$ cat config.mk
export PLATFORM = sky130hd
export DESIGN_NAME = key_event_gen
export DESIGN_NICKNAME = d
export VERILOG_FILES = /design/src/rtl/game_pkg.sv /design/src/rtl/keycode_debounce.sv /design/src/rtl/key_event_gen.sv
export SDC_FILE = /design/constraint.sdc
export NUM_CORES = 1
export LEC_CHECK = 0
export BUFFER_PORTS_ARGS = -buffer_cell sky130_fd_sc_hd__buf_2
export CAP_MARGIN = 20
export CORE_ASPECT_RATIO = 0.75
export CORE_MARGIN = 10
export CORE_UTILIZATION = 40
export DETAILED_ROUTE_END_ITERATION = 6
export PLACE_DENSITY = 0.64
export RECOVER_POWER = 25
export SLEW_MARGIN = 20
export SYNTH_ARGS = -nofsm -noshare
export SYNTH_HDL_FRONTEND = slang
export SYNTH_HIERARCHICAL = 1
export SYNTH_SLANG_ARGS = --single-unit
$ cat constraint.sdc
create_clock -name Clock -period 2.8 [get_ports Clock]
set_input_delay 0.56 -clock Clock [delete_from_list [all_inputs] [get_ports Clock]]
set_output_delay 0.56 -clock Clock [all_outputs]
set_load 0.005 [all_outputs]
$ cat src/rtl/game_pkg.sv
`default_nettype none
// ============================================================================
//  Module      : game_pkg
//  Description : Shared keyboard constants and the auto-repeat state type
//                used by the keycode front end and its consumers.
//  Revision    : 1.0 - initial release
// ============================================================================
package game_pkg;

  // USB HID usage codes of the keys the game reacts to
  localparam logic [7:0] KEY_NONE  = 8'h00;
  localparam logic [7:0] KEY_SPACE = 8'd44;
  localparam logic [7:0] KEY_ESC   = 8'd41;
  localparam logic [7:0] KEY_W     = 8'd26;
  localparam logic [7:0] KEY_A     = 8'd4;
  localparam logic [7:0] KEY_S     = 8'd22;
  localparam logic [7:0] KEY_D     = 8'd7;

  // Auto-repeat state of the currently held key
  typedef enum logic [1:0] {
    R_IDLE   = 2'd0,
    R_DELAY  = 2'd1,
    R_REPEAT = 2'd2
  } repeat_state_t;

endpackage
`default_nettype wire

$ cat src/rtl/keycode_debounce.sv
`default_nettype none
// ============================================================================
//  Module      : keycode_debounce
//  Description : Registers the raw PIO keycode and only passes a value on
//                once it has been sampled DEBOUNCE_CYCLES times in a row.
//  Revision    : 1.0 - initial release
// ============================================================================
module keycode_debounce
  import game_pkg::*;
#(
  parameter int DEBOUNCE_CYCLES = 16
) (
  input  logic       Clock,
  input  logic       Reset_n,
  input  logic [7:0] Keycode_raw,
  output logic [7:0] Stable
);

  localparam int             CNT_W        = $clog2(DEBOUNCE_CYCLES + 1);
  localparam logic [CNT_W-1:0] C_CNT_MAX    = CNT_W'(DEBOUNCE_CYCLES);
  localparam logic [CNT_W-1:0] C_CNT_ACCEPT = CNT_W'(DEBOUNCE_CYCLES - 1);

  logic [7:0]       r_samp;
  logic [7:0]       r_cand;
  logic [7:0]       r_stable;
  logic [CNT_W-1:0] r_cnt;
  logic [7:0]       w_cand_next;
  logic [CNT_W-1:0] w_cnt_next;

  // Candidate tracking: restart the run on any change, otherwise count up and saturate
  always_comb begin
    w_cand_next = r_cand;
    w_cnt_next  = r_cnt;
    if (r_samp != r_cand) begin
      w_cand_next = r_samp;
      w_cnt_next  = '0;
    end else if (r_cnt != C_CNT_MAX) begin
      w_cnt_next = r_cnt + 1'b1;
    end
  end

  // Sample register, run counter and accepted value; acceptance happens on the
  // edge the run reaches its full length so a single-sample debounce also works
  always_ff @(posedge Clock or negedge Reset_n) begin
    if (!Reset_n) begin
      r_samp   <= KEY_NONE;
      r_cand   <= KEY_NONE;
      r_cnt    <= '0;
      r_stable <= KEY_NONE;
    end else begin
      r_samp <= Keycode_raw;
      r_cand <= w_cand_next;
      r_cnt  <= w_cnt_next;
      if (w_cnt_next == C_CNT_ACCEPT) begin
        r_stable <= w_cand_next;
      end
    end
  end

  assign Stable = r_stable;

endmodule
`default_nettype wire

$ cat src/rtl/key_event_gen.sv
`default_nettype none
// ============================================================================
//  Module      : key_event_gen
//  Description : Debounced held keycode plus single-cycle press, release and
//                auto-repeat events for the game FSM and movement logic.
//  Revision    : 1.0 - initial release
// ============================================================================
module key_event_gen
  import game_pkg::*;
#(
  parameter int DEBOUNCE_CYCLES = 16,
  parameter int REPEAT_DELAY    = 25_000_000,
  parameter int REPEAT_PERIOD   = 5_000_000,
  parameter bit REPEAT_EN       = 1'b1
) (
  input  logic       Clock,
  input  logic       Reset_n,
  input  logic [7:0] Keycode_raw,
  output logic [7:0] Keycode,
  output logic       Key_valid,
  output logic       Key_press,
  output logic [7:0] Press_code,
  output logic       Key_release,
  output logic [7:0] Release_code,
  output logic       Key_repeat
);

  localparam int RCNT_MAX = (REPEAT_DELAY > REPEAT_PERIOD) ? REPEAT_DELAY : REPEAT_PERIOD;
  localparam int RCNT_W   = (RCNT_MAX <= 1) ? 1 : $clog2(RCNT_MAX);
  localparam logic [RCNT_W-1:0] C_DELAY_LAST  = RCNT_W'(REPEAT_DELAY - 1);
  localparam logic [RCNT_W-1:0] C_PERIOD_LAST = RCNT_W'(REPEAT_PERIOD - 1);
  localparam logic [RCNT_W-1:0] C_RCNT_SAT    = '1;

  logic [7:0]        w_stable;
  logic              w_change;
  logic              w_press;
  logic              w_release;
  logic              w_repeat_fire;
  logic [RCNT_W-1:0] w_rcnt_inc;

  logic [7:0]        r_keycode;
  logic              r_key_valid;
  logic              r_key_press;
  logic [7:0]        r_press_code;
  logic              r_key_release;
  logic [7:0]        r_release_code;
  logic              r_key_repeat;

  repeat_state_t     r_state;
  repeat_state_t     w_state_next;
  logic [RCNT_W-1:0] r_rcnt;
  logic [RCNT_W-1:0] w_rcnt_next;

  keycode_debounce #(
    .DEBOUNCE_CYCLES (DEBOUNCE_CYCLES)
  ) u_debounce (
    .Clock       (Clock),
    .Reset_n     (Reset_n),
    .Keycode_raw (Keycode_raw),
    .Stable      (w_stable)
  );

  // The held keycode register doubles as the "previous" value for edge detection,
  // so an X->Y change yields release(X) and press(Y) on the same edge
  assign w_change   = (w_stable != r_keycode);
  assign w_press    = w_change && (w_stable != KEY_NONE);
  assign w_release  = w_change && (r_keycode != KEY_NONE);
  assign w_rcnt_inc = (r_rcnt == C_RCNT_SAT) ? r_rcnt : r_rcnt + 1'b1;

  // Event and held-code registers; everything updates on the same edge as the pulses
  always_ff @(posedge Clock or negedge Reset_n) begin
    if (!Reset_n) begin
      r_keycode      <= KEY_NONE;
      r_key_valid    <= 1'b0;
      r_key_press    <= 1'b0;
      r_press_code   <= KEY_NONE;
      r_key_release  <= 1'b0;
      r_release_code <= KEY_NONE;
      r_key_repeat   <= 1'b0;
    end else begin
      r_keycode     <= w_stable;
      r_key_valid   <= (w_stable != KEY_NONE);
      r_key_press   <= w_press;
      r_key_release <= w_release;
      r_key_repeat  <= w_repeat_fire;
      if (w_press) begin
        r_press_code <= w_stable;
      end
      if (w_release) begin
        r_release_code <= r_keycode;
      end
    end
  end

  // Repeat FSM state and interval counter
  always_ff @(posedge Clock or negedge Reset_n) begin
    if (!Reset_n) begin
      r_state <= R_IDLE;
      r_rcnt  <= '0;
    end else begin
      r_state <= w_state_next;
      r_rcnt  <= w_rcnt_next;
    end
  end

  // Repeat FSM next state: a new press (including X->Y) restarts the delay,
  // a plain release parks the machine
  always_comb begin
    w_state_next = r_state;
    w_rcnt_next  = r_rcnt;
    case (r_state)
      R_IDLE: begin
        w_rcnt_next = '0;
        if (w_press) begin
          w_state_next = R_DELAY;
        end
      end
      R_DELAY: begin
        if (w_change) begin
          w_state_next = w_press ? R_DELAY : R_IDLE;
          w_rcnt_next  = '0;
        end else if (r_rcnt == C_DELAY_LAST) begin
          w_state_next = R_REPEAT;
          w_rcnt_next  = '0;
        end else begin
          w_rcnt_next = w_rcnt_inc;
        end
      end
      R_REPEAT: begin
        if (w_change) begin
          w_state_next = w_press ? R_DELAY : R_IDLE;
          w_rcnt_next  = '0;
        end else if (r_rcnt == C_PERIOD_LAST) begin
          w_rcnt_next = '0;
        end else begin
          w_rcnt_next = w_rcnt_inc;
        end
      end
      default: begin
        w_state_next = R_IDLE;
        w_rcnt_next  = '0;
      end
    endcase
    if (!REPEAT_EN) begin
      w_state_next = R_IDLE;
      w_rcnt_next  = '0;
    end
  end

  // Repeat FSM output: fire at the end of each interval unless the key changes this cycle
  always_comb begin
    w_repeat_fire = 1'b0;
    if (!w_change) begin
      if ((r_state == R_DELAY) && (r_rcnt == C_DELAY_LAST)) begin
        w_repeat_fire = 1'b1;
      end else if ((r_state == R_REPEAT) && (r_rcnt == C_PERIOD_LAST)) begin
        w_repeat_fire = 1'b1;
      end
    end
  end

  assign Keycode      = r_keycode;
  assign Key_valid    = r_key_valid;
  assign Key_press    = r_key_press;
  assign Press_code   = r_press_code;
  assign Key_release  = r_key_release;
  assign Release_code = r_release_code;
  assign Key_repeat   = r_key_repeat;

endmodule
`default_nettype wire

==> results by group <==
Cells and area
  – Ratio of cells with drive above 1 in the final layout: 22.70%
  – Area delta synth->final: 16.47%
  – Fillers: 847
  – Multi-input gate area: 0.001575 mm^2
  – Util after Layout: 48.20%
  – Most common cell after layout, fill and taps aside: dfrtp_1
  – Antenna cells: 0
  – Number of nets in the layout: 383
  – Most frequent cells in the layout: dfrtp_1 (84), buf_2 (36), nor2_1 (34)
  – Post-Layout Cell Count: 498
  – FF+latch area: 0.002102 mm^2

Floorplanning
  – Die Span Y: 104.3 um
  – Die span in x: 132.4 um
  – IO Pins: 38
  – Initial core utilization: 41.38%
  – Core area: 0.009159 mm^2
  – Die footprint: 0.01381 mm^2
  – Std-Cell Rows: 30

Worst hold path
  – Hold Path Class: in -> reg
  – Hold path start: Keycode_raw[4]
  – Worst Hold Depth: 1
  – Worst Hold End: u_debounce/r_samp[4]

Drt
  – Final wirelength: 7881 um
  – Remaining DRCs: 0
  – Post-route ant nets: 0
  – Initial DRT Pass Iterations: 4
  – Drt initial violations: 246
  – Via count: 2612
  – DR WL/cell: 15.83 um
  – Via density per instance: 5.245

Critical path
  – Nature of the critical path startpoint: flip-flop
  – Crit Path Category: reg -> reg
  – Worst-path fanout max: 9
  – Cells on worst reg2reg path: 6
  – Register-to-register setup slack: 0.61 ns
  – Crit path DAT: 2.42 ns
  – R2R Path Start: r_rcnt[0]
  – Reg2reg end: r_rcnt[22]
  – Worst path required time: 3.03 ns
  – Critical Path Sink Type: flip-flop

GRT
  – First-pass GRT wire length: 13490 um
  – Largest net degree at the start of global routing: 48
  – Overall Global Routing Usage: 11.80%
  – Number of global-route vias before repair: 2596
  – GR Overflow Total: 0
  – Antenna violations before repair: 0

Synth
  – Seq cells post-synth: 84
  – Yosys Warn Count: 6
  – Number of flops mapped to enable cells by yosys: 0
  – Syn Nets: 347
  – Asr flop ratio synth: 100.0%
  – Seq/Total Area, Yosys: 55.46%
  – Synth Cell Area: 0.003790 mm^2
  – Synth Flop Type: dfrtp_1
  – Synth top area share: 55.46%
  – Area contributors post-synth: dfrtp_1 (55%), xnor2_1 (7.2%), mux2_2 (4.8%)
  – Largest area contributor in the netlist: dfrtp_1
  – Syn avg cell area: 11.48 um^2
  – Distinct cell type count after synthesis: 45
  – Synthesized netlist cell count: 330

CTS
  – CTS sink count: 84
  – H-tree lvl count: 3
  – Maximum root-to-sink buffer count: 2
  – Post_cts resized: 0
  – Postcts setup bufs: 0
  – Root Buffer: clkbuf_16
  – CTS Buf Count: 9
  – Cts hold-fix bufs: 0
  – CTS tree: built
  – Clock Latency Late Sink: 0.34 ns
  – Clock slew at reported path FFs: 0.06 ns

Flow run
  – Max-cap violation count: 1

Placed design
  – Buffers added on ports: 37
  – DP HPWL: 5503 um
  – DP Cell Count: 483
  – Placer Congestion: 0.9117

Timing
  – Setup TNS Final: 0 ns
  – Slew Viols, Final: 38
  – Setup violations, final: 0
  – Clk_skew: 0.009058 ns
  – Slew @ Worst Pin: 2.127 ns
  – Slew HR: -41.81%
  – Max Freq: 0.4571 GHz
  – Final hold vios: 0
  – RSZ-0062 raised after global routing: false
  – Crit share post-route: 78.14%
  – Tmin final: 2.188 ns

Power
  – Pleak: 1.992 nW
  – Pwr Total: 2.461 mW
  – PwrDens: 557.6 mW/mm^2
  – Peak supply drop: 0.2678 mV

Outcome
  – Status: complete, but fails checks
  – Violated checks: max-capacitance violations, max-slew violations
==> Yosys cell counts (3+ instances only) <==
library cell  number
mux2_2            16
inv_1              6
nand3_1           16
nor4_2             3
clkbuf_1          13
and4_1             3
a211oi_1           3
nand2_1           18
nor4_1            10
a21oi_1            7
buf_2              3
nor3_1             9
and3_1             3
xor2_1            10
nand4_1           11
or4_1              3
dfrtp_1           84
nor2_1            34
a22o_1             4
xnor2_1           31
ha_1               7
a2111oi_0          6
mux2_1             4
==> per-stage QoR <==
stage,hold slack [ns],setup slack (ns),area [um^2]
floorplan,0.2644,0.7157,3790
global placement,0.4085,0.6526,4125
detailed placement,0.4065,0.6082,4125
CTS,0.2109,0.5954,4418
global route,0.3130,0.2727,4414
finish,0.3222,0.6122,4414
==> worst max-delay path by stage <==
stage | start | endpoint | cells past startpoint
CTS | r_rcnt[0] | r_rcnt[22] | 6
detailed placement | r_rcnt[0] | r_rcnt[22] | 6
global route | Reset_n | Release_code[0] | 1
global placement | r_rcnt[12] | r_rcnt[16] | 6
finish | r_rcnt[0] | r_rcnt[22] | 6
floorplan | r_rcnt[12] | r_rcnt[24] | 6
==> per-layer routing <==
metal	up-vias	GRT usage [%]	wire (um)
met5	-	0	0
met2	69	16.63	3434
met3	9	4.151	486
met1	1294	16.36	3860
li1	1240	-	-
met4	0	3.762	99
==> layout make-up <==
type | instances | area share [%]
flip-flops and latches | 84 | 47.62
multi-input cells | 221 | 35.69
well taps | 128 | 3.628
clock inverters | 4 | 1.134
repair buffers | 44 | 5.924
clock buffers | 11 | 5.499
inverters | 6 | 0.5102
==> cell families after synthesis <==
kind of cell / after synthesis / share of synthesized area (%)
AND/OR/NAND/NOR: 123 / 17.40
flip-flops: 84 / 55.46
XOR/XNOR: 41 / 9.475
multiplexers: 20 / 5.942
AO/OA/AOI/OAI: 30 / 6.273
buffers and inverters: 25 / 3.136
adder cells (fa/ha/maj): 7 / 2.311
==> power by group <==
group          switching, mW  leakage (nW)  internal (mW)  total, mW
sequential           0.00826          1.14           1.23       1.23
combinational         0.0318         0.717         0.0135     0.0453
clock                  0.473         0.138          0.709       1.18
total                  0.513          1.99           1.95       2.46
==> state kept, by name (all words and copies together), names as in the netlist <==
name               cells
Key_valid              1
Key_repeat             1
u_debounce/r_cand      8
r_state                2
Keycode                8
Key_press              1
Press_code             8
u_debounce/r_samp      8
Release_code           8
Key_release            1
u_debounce/r_cnt       5
u_debounce/Stable      8
r_rcnt                25
==> critical path, stage by stage (launching register included) <==
cell	delay, ns
dfrtp_1	0.39
ha_1	0.20
nand3_1	0.15
or4_1	0.74
nor4_1	0.39
xnor2_1	0.16
nor2_1	0.05
(Power assumes the default switching activity.)
